**src/rtl/vga_pkg.sv**
```systemverilog
// Shared VGA definitions: pattern modes, RGB565 colours, default 640x480 timing
// and the sync-flag bundle passed from the timing core.
package vga_pkg;

   localparam int unsigned RGB_W = 16;

   localparam int unsigned DEF_H_SYNC  = 96;
   localparam int unsigned DEF_H_BACK  = 48;
   localparam int unsigned DEF_H_VALID = 640;
   localparam int unsigned DEF_H_FRONT = 16;
   localparam int unsigned DEF_V_SYNC  = 2;
   localparam int unsigned DEF_V_BACK  = 33;
   localparam int unsigned DEF_V_VALID = 480;
   localparam int unsigned DEF_V_FRONT = 10;
   localparam int unsigned DEF_CNT_W   = 12;
   localparam int unsigned DEF_SQ_SIZE = 32;

   typedef enum logic [1:0] {
      MODE_COLORBAR = 2'd0,
      MODE_GRID     = 2'd1,
      MODE_GRADIENT = 2'd2,
      MODE_SQUARE   = 2'd3
   } mode_e;

   typedef enum logic {
      DIR_POS = 1'b0,
      DIR_NEG = 1'b1
   } dir_e;

   typedef logic [RGB_W-1:0] rgb565_t;

   localparam rgb565_t RGB_BLACK   = 16'h0000;
   localparam rgb565_t RGB_RED     = 16'hF800;
   localparam rgb565_t RGB_ORANGE  = 16'hFC00;
   localparam rgb565_t RGB_YELLOW  = 16'hFFE0;
   localparam rgb565_t RGB_GREEN   = 16'h07E0;
   localparam rgb565_t RGB_CYAN    = 16'h07FF;
   localparam rgb565_t RGB_BLUE    = 16'h001F;
   localparam rgb565_t RGB_MAGENTA = 16'hF81F;
   localparam rgb565_t RGB_WHITE   = 16'hFFFF;

   typedef struct packed {
      logic hsync;
      logic vsync;
      logic de;
      logic frame_start;
   } sync_t;

   // Colour of colorbar stripe idx, left to right.
   function automatic rgb565_t bar_color(input logic [2:0] idx);
      rgb565_t c;
      case (idx)
         3'd0:    c = RGB_RED;
         3'd1:    c = RGB_ORANGE;
         3'd2:    c = RGB_YELLOW;
         3'd3:    c = RGB_GREEN;
         3'd4:    c = RGB_CYAN;
         3'd5:    c = RGB_BLUE;
         3'd6:    c = RGB_MAGENTA;
         default: c = RGB_WHITE;
      endcase
      return c;
   endfunction

endpackage

```
**src/rtl/vga_timing.sv**
```systemverilog
// VGA raster timing: h/v counters, sync, active-video and pixel coordinates.
// Combinational _c views feed the pattern logic so its registered colour lines up.
module vga_timing
   import vga_pkg::*;
#(
   parameter int unsigned H_SYNC  = DEF_H_SYNC,
   parameter int unsigned H_BACK  = DEF_H_BACK,
   parameter int unsigned H_VALID = DEF_H_VALID,
   parameter int unsigned H_FRONT = DEF_H_FRONT,
   parameter int unsigned V_SYNC  = DEF_V_SYNC,
   parameter int unsigned V_BACK  = DEF_V_BACK,
   parameter int unsigned V_VALID = DEF_V_VALID,
   parameter int unsigned V_FRONT = DEF_V_FRONT,
   parameter int unsigned CNT_W   = DEF_CNT_W
) (
   input  logic             clk,
   input  logic             rst_n,
   output logic             active_c_o,
   output logic             frame_first_c_o,
   output logic [CNT_W-1:0] pix_x_c_o,
   output logic [CNT_W-1:0] pix_y_c_o,
   output logic             hsync_o,
   output logic             vsync_o,
   output logic             de_o,
   output logic             frame_start_o,
   output logic [CNT_W-1:0] pix_x_o,
   output logic [CNT_W-1:0] pix_y_o
);

   localparam int unsigned H_TOTAL     = H_SYNC + H_BACK + H_VALID + H_FRONT;
   localparam int unsigned V_TOTAL     = V_SYNC + V_BACK + V_VALID + V_FRONT;
   localparam int unsigned H_ACT_START = H_SYNC + H_BACK;
   localparam int unsigned H_ACT_END   = H_ACT_START + H_VALID;
   localparam int unsigned V_ACT_START = V_SYNC + V_BACK;
   localparam int unsigned V_ACT_END   = V_ACT_START + V_VALID;

   logic [CNT_W-1:0] h_cnt_q, h_cnt_d;
   logic [CNT_W-1:0] v_cnt_q, v_cnt_d;
   logic [CNT_W-1:0] pix_x_q, pix_y_q;
   logic             h_wrap_c, h_act_c, v_act_c;
   sync_t            sync_d, sync_q;

   always_comb begin
      h_wrap_c = (h_cnt_q == CNT_W'(H_TOTAL - 1));
      h_cnt_d  = h_wrap_c ? '0 : h_cnt_q + CNT_W'(1);
      v_cnt_d  = v_cnt_q;
      if (h_wrap_c) begin
         v_cnt_d = (v_cnt_q == CNT_W'(V_TOTAL - 1)) ? '0 : v_cnt_q + CNT_W'(1);
      end

      h_act_c = (h_cnt_q >= CNT_W'(H_ACT_START)) && (h_cnt_q < CNT_W'(H_ACT_END));
      v_act_c = (v_cnt_q >= CNT_W'(V_ACT_START)) && (v_cnt_q < CNT_W'(V_ACT_END));

      active_c_o      = h_act_c && v_act_c;
      frame_first_c_o = (h_cnt_q == '0) && (v_cnt_q == '0);
      pix_x_c_o       = active_c_o ? h_cnt_q - CNT_W'(H_ACT_START) : '0;
      pix_y_c_o       = active_c_o ? v_cnt_q - CNT_W'(V_ACT_START) : '0;

      sync_d.hsync       = (h_cnt_q < CNT_W'(H_SYNC));
      sync_d.vsync       = (v_cnt_q < CNT_W'(V_SYNC));
      sync_d.de          = active_c_o;
      sync_d.frame_start = frame_first_c_o;
   end

   always_ff @(posedge clk or negedge rst_n) begin
      if (!rst_n) begin
         h_cnt_q <= '0;
         v_cnt_q <= '0;
         sync_q  <= '0;
         pix_x_q <= '0;
         pix_y_q <= '0;
      end else begin
         h_cnt_q <= h_cnt_d;
         v_cnt_q <= v_cnt_d;
         sync_q  <= sync_d;
         pix_x_q <= pix_x_c_o;
         pix_y_q <= pix_y_c_o;
      end
   end

   assign hsync_o       = sync_q.hsync;
   assign vsync_o       = sync_q.vsync;
   assign de_o          = sync_q.de;
   assign frame_start_o = sync_q.frame_start;
   assign pix_x_o       = pix_x_q;
   assign pix_y_o       = pix_y_q;

endmodule

```
**src/rtl/vga_pattern_gen.sv**
```systemverilog
// VGA test-pattern generator: colorbar, grid, gradient and a bouncing square,
// with pattern mode and square position latched once per frame.
module vga_pattern_gen
   import vga_pkg::*;
#(
   parameter int unsigned H_SYNC  = DEF_H_SYNC,
   parameter int unsigned H_BACK  = DEF_H_BACK,
   parameter int unsigned H_VALID = DEF_H_VALID,
   parameter int unsigned H_FRONT = DEF_H_FRONT,
   parameter int unsigned V_SYNC  = DEF_V_SYNC,
   parameter int unsigned V_BACK  = DEF_V_BACK,
   parameter int unsigned V_VALID = DEF_V_VALID,
   parameter int unsigned V_FRONT = DEF_V_FRONT,
   parameter int unsigned CNT_W   = DEF_CNT_W,
   parameter int unsigned SQ_SIZE = DEF_SQ_SIZE
) (
   input  logic             vga_clk,
   input  logic             sys_rst_n,
   input  logic [1:0]       mode,
   output logic [15:0]      rgb,
   output logic             hsync,
   output logic             vsync,
   output logic             de,
   output logic [CNT_W-1:0] pix_x,
   output logic [CNT_W-1:0] pix_y,
   output logic             frame_start
);

   localparam int unsigned BAR_W   = H_VALID / 8;
   localparam int unsigned BAR_END = 8 * BAR_W;
   localparam int unsigned X_MAX   = H_VALID - SQ_SIZE;
   localparam int unsigned Y_MAX   = V_VALID - SQ_SIZE;

   logic             active_c, frame_first_c;
   logic [CNT_W-1:0] pix_x_c, pix_y_c;
   logic [4:0]       grad_c;

   mode_e            mode_q, mode_d;
   dir_e             dir_x_q, dir_x_d, dir_y_q, dir_y_d;
   logic [CNT_W-1:0] sq_x_q, sq_x_d, sq_y_q, sq_y_d;
   rgb565_t          rgb_q, rgb_d;

   vga_timing #(
      .H_SYNC (H_SYNC),  .H_BACK (H_BACK),  .H_VALID(H_VALID), .H_FRONT(H_FRONT),
      .V_SYNC (V_SYNC),  .V_BACK (V_BACK),  .V_VALID(V_VALID), .V_FRONT(V_FRONT),
      .CNT_W  (CNT_W)
   ) u_timing (
      .clk            (vga_clk),
      .rst_n          (sys_rst_n),
      .active_c_o     (active_c),
      .frame_first_c_o(frame_first_c),
      .pix_x_c_o      (pix_x_c),
      .pix_y_c_o      (pix_y_c),
      .hsync_o        (hsync),
      .vsync_o        (vsync),
      .de_o           (de),
      .frame_start_o  (frame_start),
      .pix_x_o        (pix_x),
      .pix_y_o        (pix_y)
   );

   // Per-frame update: latch mode and advance the square, bouncing off the edges.
   always_comb begin
      mode_d  = mode_q;
      dir_x_d = dir_x_q;
      dir_y_d = dir_y_q;
      sq_x_d  = sq_x_q;
      sq_y_d  = sq_y_q;
      if (frame_first_c) begin
         mode_d = mode_e'(mode);
         if (dir_x_q == DIR_POS) begin
            if (sq_x_q == CNT_W'(X_MAX)) begin
               dir_x_d = DIR_NEG;
               sq_x_d  = sq_x_q - CNT_W'(1);
            end else begin
               sq_x_d  = sq_x_q + CNT_W'(1);
            end
         end else if (sq_x_q == '0) begin
            dir_x_d = DIR_POS;
            sq_x_d  = sq_x_q + CNT_W'(1);
         end else begin
            sq_x_d  = sq_x_q - CNT_W'(1);
         end

         if (dir_y_q == DIR_POS) begin
            if (sq_y_q == CNT_W'(Y_MAX)) begin
               dir_y_d = DIR_NEG;
               sq_y_d  = sq_y_q - CNT_W'(1);
            end else begin
               sq_y_d  = sq_y_q + CNT_W'(1);
            end
         end else if (sq_y_q == '0) begin
            dir_y_d = DIR_POS;
            sq_y_d  = sq_y_q + CNT_W'(1);
         end else begin
            sq_y_d  = sq_y_q - CNT_W'(1);
         end
      end
   end

   // Pixel colour for the current counter position; blank outside active video.
   always_comb begin
      rgb_d  = RGB_BLACK;
      grad_c = pix_x_c[9:5];
      if (active_c) begin
         case (mode_q)
            MODE_COLORBAR: rgb_d = (pix_x_c >= CNT_W'(BAR_END)) ? RGB_WHITE
                                    : bar_color(3'(pix_x_c / CNT_W'(BAR_W)));
            MODE_GRID:     rgb_d = ((pix_x_c[4:0] == 5'd0) || (pix_y_c[4:0] == 5'd0) ||
                                    (pix_x_c == CNT_W'(H_VALID - 1)) ||
                                    (pix_y_c == CNT_W'(V_VALID - 1))) ? RGB_WHITE : RGB_BLACK;
            MODE_GRADIENT: rgb_d = {grad_c, grad_c, grad_c[4], grad_c};
            MODE_SQUARE:   rgb_d = ((pix_x_c >= sq_x_q) && (pix_x_c < sq_x_q + CNT_W'(SQ_SIZE)) &&
                                    (pix_y_c >= sq_y_q) && (pix_y_c < sq_y_q + CNT_W'(SQ_SIZE)))
                                    ? RGB_WHITE : RGB_BLUE;
            default:       rgb_d = RGB_BLACK;
         endcase
      end
   end

   always_ff @(posedge vga_clk or negedge sys_rst_n) begin
      if (!sys_rst_n) begin
         mode_q  <= MODE_COLORBAR;
         dir_x_q <= DIR_POS;
         dir_y_q <= DIR_POS;
         sq_x_q  <= '0;
         sq_y_q  <= '0;
         rgb_q   <= RGB_BLACK;
      end else begin
         mode_q  <= mode_d;
         dir_x_q <= dir_x_d;
         dir_y_q <= dir_y_d;
         sq_x_q  <= sq_x_d;
         sq_y_q  <= sq_y_d;
         rgb_q   <= rgb_d;
      end
   end

   assign rgb = rgb_q;

endmodule
```
**config.mk**
```make
export PLATFORM = sky130hd
export DESIGN_NAME = vga_pattern_gen
export DESIGN_NICKNAME = d
export VERILOG_FILES = /design/src/rtl/vga_pkg.sv /design/src/rtl/vga_timing.sv /design/src/rtl/vga_pattern_gen.sv
export SDC_FILE = /design/constraint.sdc
export NUM_CORES = 1
export LEC_CHECK = 0
export CORE_MARGIN = 4
export CORE_UTILIZATION = 60
export CTS_CLUSTER_DIAMETER = 150
export DETAILED_ROUTE_END_ITERATION = 12
export PLACE_DENSITY = 0.87
export SYNTH_ARGS = -nofsm -noshare
export SYNTH_HDL_FRONTEND = slang
export SYNTH_HIERARCHICAL = 1
export SYNTH_SLANG_ARGS = --single-unit
```
**constraint.sdc**
```tcl
create_clock -name vga_clk -period 5.6 [get_ports vga_clk]
set_clock_uncertainty 0.15 [all_clocks]
set_input_delay 1.12 -clock vga_clk [delete_from_list [all_inputs] [get_ports vga_clk]]
set_output_delay 1.12 -clock vga_clk [all_outputs]
set_load 0.005 [all_outputs]
```
==> summary.txt <==
Max-capacitance violation count: 0
Max-Slew Margin vs Limit: 0.342
Hold Slack: 0.341 ns
# resized after CTS: 0
Async SR Flop Fraction: 1.00
Via count of the first global-routing pass: 5,444
Fraction of the yosys area taken by sequential cells: 0.362
Fraction of the cycle the final worst path needs: 0.928
CP Capture Point: rgb[10]
Top cell type's share of synthesized area: 0.362
Via density: 6.28
Number of port buffers: 47
Seq. cell area: 0.00240 mm²
Hold Fails Final Rpt: 0
Number of antenna violations at the first check in global routing: 0
Layout overhead on the synthesized area: 13.0%
Final routed wirelength across all metal layers: 15,700 µm
Cell row count: 38
Global-route wire length before repair: 26,400 µm
CP Cell Sequence: or4_1 -> or4_1 -> a32o_2 -> buf_4 -> nor3_2 -> ha_1 -> o211a_1 -> a22oi_1 -> nand4_1 -> or4_1 -> a21boi_0 -> nor3b_1
Min Clock Period, post-route: 5.20 ns
Clock-pin slew of the registers on the worst-case setup and hold paths: 0.10 ns
Final routed wire length divided by cell count: 17.4 µm
Share of cells above drive strength 1: 0.0797
Clock latency of the later-clocked register in the worst-skew pair: 0.38 ns
Violation count after the first detailed-route iteration: 440
Biggest area consumer among synthesized cells: sky130_fd_sc_hd__dfrtp_1
Cell type group with the largest total delay on the critical path: simple AND/OR/NAND/NOR gates
Initial standard-cell utilization of the core: 0.613
Total global routing overflow: 0
Outcome: complete, no violations
Cell at the slowest stage of the critical path: sky130_fd_sc_hd__nor3_2
Inserted Clock Buffers: 9
Maximum achievable frequency: 192 MHz
Pwr per Cell Area: 176 mW/mm²
Antenna fix cells: 0
Synthesized flop and latch total: 96
LEAKAGE: 3.26 nW
H-tree lvl count: 3
Total iterations of the first detailed-routing run: 5
Type of the worst min-delay path: reg -> reg
Clk root buf: sky130_fd_sc_hd__clkbuf_8
Largest stage delay, worst path: 0.71 ns
Sink Count: 96
Count of hold buffers inserted by post-cts repair: 0
Maximum vdd drop: 0.000135 V
Pins Over Slew Limit: 0
Count of cell instances traversed by the critical path: 12
Total die area: 0.0128 mm²
Crit path launch type: flip-flop
Crit path buffers/inverters: 1
Worst Path Required: 5.74 ns
Post-CTS Setup Inserts: 0
Std-Cell Core Area: 0.0108 mm²
Signal arrival time at the worst endpoint: 5.34 ns
Startpoint of the most critical register-to-register path: u_timing/v_cnt_q[4]
Setup repair after global routing missed its margin: false
Post-synth design cell area: 0.00664 mm²
TritonCTS clock tree: done
FF-to-FF path depth: 12
Die height: 113 µm
Overall via count from detail_route: 5,679
Transition time at the pin with the least slew margin: 0.982 ns
Highest fanout seen on the critical path: 13
Maximum number of pins on one net before global-route repair: 51
Ys Warns: 6
Largest cells by area after synthesis: sky130_fd_sc_hd__dfrtp_1, sky130_fd_sc_hd__ha_1, sky130_fd_sc_hd__xnor2_1
Total negative slack for setup checks: 0 ns
Count of mapped cells out of synthesis: 724
Buffer depth of the longest clock path: 2
Worst-case register-to-register setup slack: 0.40 ns
Cell with the most instances on the worst path: sky130_fd_sc_hd__or4_1
Type of element capturing the critical path: flip-flop
Horizontal extent of the die: 113 µm
GR Util All Layers: 0.254
Remaining antenna violation count after routing: 0
DRC viols: 0
Final net count: 819
R2R Path End: rgb[10]
Area used by multi-input combinational logic: 0.00387 mm²
Yosys cell types: 75
Post-Syn Area per Cell: 9.17 µm²
Setup Crit Path Kind: reg -> reg
Most frequent cell after synthesis: sky130_fd_sc_hd__dfrtp_1
Layout fillers: 810
Post-synth EDFFs: 0
Number of I/O pins: 48
Number of failing setup endpoints in the final timing report: 0
Predominant post-synthesis flop cell: sky130_fd_sc_hd__dfrtp_1
Dpl hpwl: 11,500 µm
Most used standard cells in the synthesized netlist: sky130_fd_sc_hd__dfrtp_1, sky130_fd_sc_hd__ha_1, sky130_fd_sc_hd__inv_1, sky130_fd_sc_hd__nand2_1, sky130_fd_sc_hd__xnor2_1
Final weighted congestion in routability-driven placement: 0.960
Worst setup path start: u_timing/v_cnt_q[4]
[through the flow]
| step | total power [W] | setup slack, ns | instance area (µm²) | instances | utilization |
|---|---|---|---|---|---|
| 2_1_floorplan | 0.000718 | 0.949 | 6640 | 725 | - |
| 3_3_place_gp | 0.000737 | 0.617 | 7240 | 889 | 0.668 |
| 3_5_place_dp | 0.000738 | 0.512 | 7240 | 889 | 0.668 |
| 4_1_cts | 0.00133 | 0.460 | 7500 | 905 | 0.692 |
| 5_1_grt | 0.00136 | 0.0631 | 7500 | 905 | 0.692 |
| 6_report | 0.00132 | 0.403 | 7500 | 905 | 0.692 |
[worst reg2reg max path, stage by stage (launching register included)]
cell                       delay, ns
sky130_fd_sc_hd__dfrtp_1        0.49
sky130_fd_sc_hd__or4_1          0.57
sky130_fd_sc_hd__or4_1          0.42
sky130_fd_sc_hd__a32o_2         0.39
sky130_fd_sc_hd__buf_4          0.23
sky130_fd_sc_hd__nor3_2         0.71
sky130_fd_sc_hd__ha_1           0.36
sky130_fd_sc_hd__o211a_1        0.23
sky130_fd_sc_hd__a22oi_1        0.20
sky130_fd_sc_hd__nand4_1        0.10
sky130_fd_sc_hd__or4_1          0.61
sky130_fd_sc_hd__a21boi_0       0.39
sky130_fd_sc_hd__nor3b_1        0.24
[worst min path at each step]
| stage | startpoint | end | slack (ns) | cells after the start |
|---|---|---|---|---|
| floorplan | u_timing/h_cnt_q[0] | u_timing/h_cnt_q[0] | 0.30 | 1 |
| global placement | u_timing/h_cnt_q[0] | u_timing/h_cnt_q[0] | 0.31 | 1 |
| detailed placement | u_timing/h_cnt_q[0] | u_timing/h_cnt_q[0] | 0.32 | 1 |
| CTS | u_timing/h_cnt_q[0] | u_timing/h_cnt_q[0] | 0.34 | 1 |
| global route | u_timing/h_cnt_q[0] | u_timing/h_cnt_q[0] | 0.37 | 1 |
| finish | u_timing/h_cnt_q[0] | u_timing/h_cnt_q[0] | 0.34 | 1 |
[logic make-up after synthesis]
group,synth area share
compound gates,0.151
xor+xnor,0.0871
fa+ha+maj,0.105
buf+inv,0.0595
flops,0.362
mux,0.0143
other cells,0.000565
simple gates,0.221
[flip-flops by register name, summed over array words and instances (netlist names), 2 cells and up]
signal / count
u_timing/h_cnt_q: 12
mode_q: 2
u_timing/pix_x_o: 12
u_timing/pix_y_o: 12
sq_x_q: 12
u_timing/v_cnt_q: 12
sq_y_q: 12
rgb: 16
[layout make-up]
class | count | share of cell area
Tap cell | 140 | 0.0233
Multi-Input combinational cell | 537 | 0.515
Timing Repair Buffer | 65 | 0.0804
Clock inverter | 7 | 0.0188
Clock buffer | 9 | 0.0165
Sequential cell | 96 | 0.320
Inverter | 51 | 0.0255
[layer usage]
layer / share of wire / wire length [µm] / vias to the layer above / track usage
met5: 0 / 0 / - / 0
met4: 0.036 / 568 / 0 / 0.124
li1: - / - / 2675 / -
met3: 0.058 / 916 / 43 / 0.0267
met2: 0.48 / 7480 / 222 / 0.409
met1: 0.43 / 6760 / 2739 / 0.345
[report_power, final]
| group | total [W] | internal [W] | switching (W) |
|---|---|---|---|
| logic | 0.0000281 | 0.00000672 | 0.0000214 |
| registers | 0.000695 | 0.000694 | 0.00000168 |
| clock network | 0.000596 | 0.000342 | 0.000254 |
| total | 0.00132 | 0.00104 | 0.000277 |
[cell usage in the layout, fill, tap and decap left out, types with 5 or more instances in the layout]
cell type                         count
sky130_fd_sc_hd__a211oi_1             9
sky130_fd_sc_hd__a21o_1               9
sky130_fd_sc_hd__a21oi_1             21
sky130_fd_sc_hd__a31oi_1              6
sky130_fd_sc_hd__and3_1              19
sky130_fd_sc_hd__and4_1               6
sky130_fd_sc_hd__buf_4               19
sky130_fd_sc_hd__clkbuf_8             9
sky130_fd_sc_hd__clkdlybuf4s50_1     46
sky130_fd_sc_hd__dfrtp_1             96
sky130_fd_sc_hd__ha_1                55
sky130_fd_sc_hd__inv_1               51
sky130_fd_sc_hd__mux2i_1              5
sky130_fd_sc_hd__nand2_1             51
sky130_fd_sc_hd__nand2b_1             6
sky130_fd_sc_hd__nand3_1             39
sky130_fd_sc_hd__nand4_1             11
sky130_fd_sc_hd__nor2_1              38
sky130_fd_sc_hd__nor2b_1              7
sky130_fd_sc_hd__nor3_1              26
sky130_fd_sc_hd__nor3_2              13
sky130_fd_sc_hd__nor3b_1              5
sky130_fd_sc_hd__nor4_1              13
sky130_fd_sc_hd__o211ai_1             6
sky130_fd_sc_hd__o21a_1               7
sky130_fd_sc_hd__o21ai_0             29
sky130_fd_sc_hd__or3_1                9
sky130_fd_sc_hd__or4_1                5
sky130_fd_sc_hd__xnor2_1             51
sky130_fd_sc_hd__xor2_1              15
(Power assumes the default switching activity.)
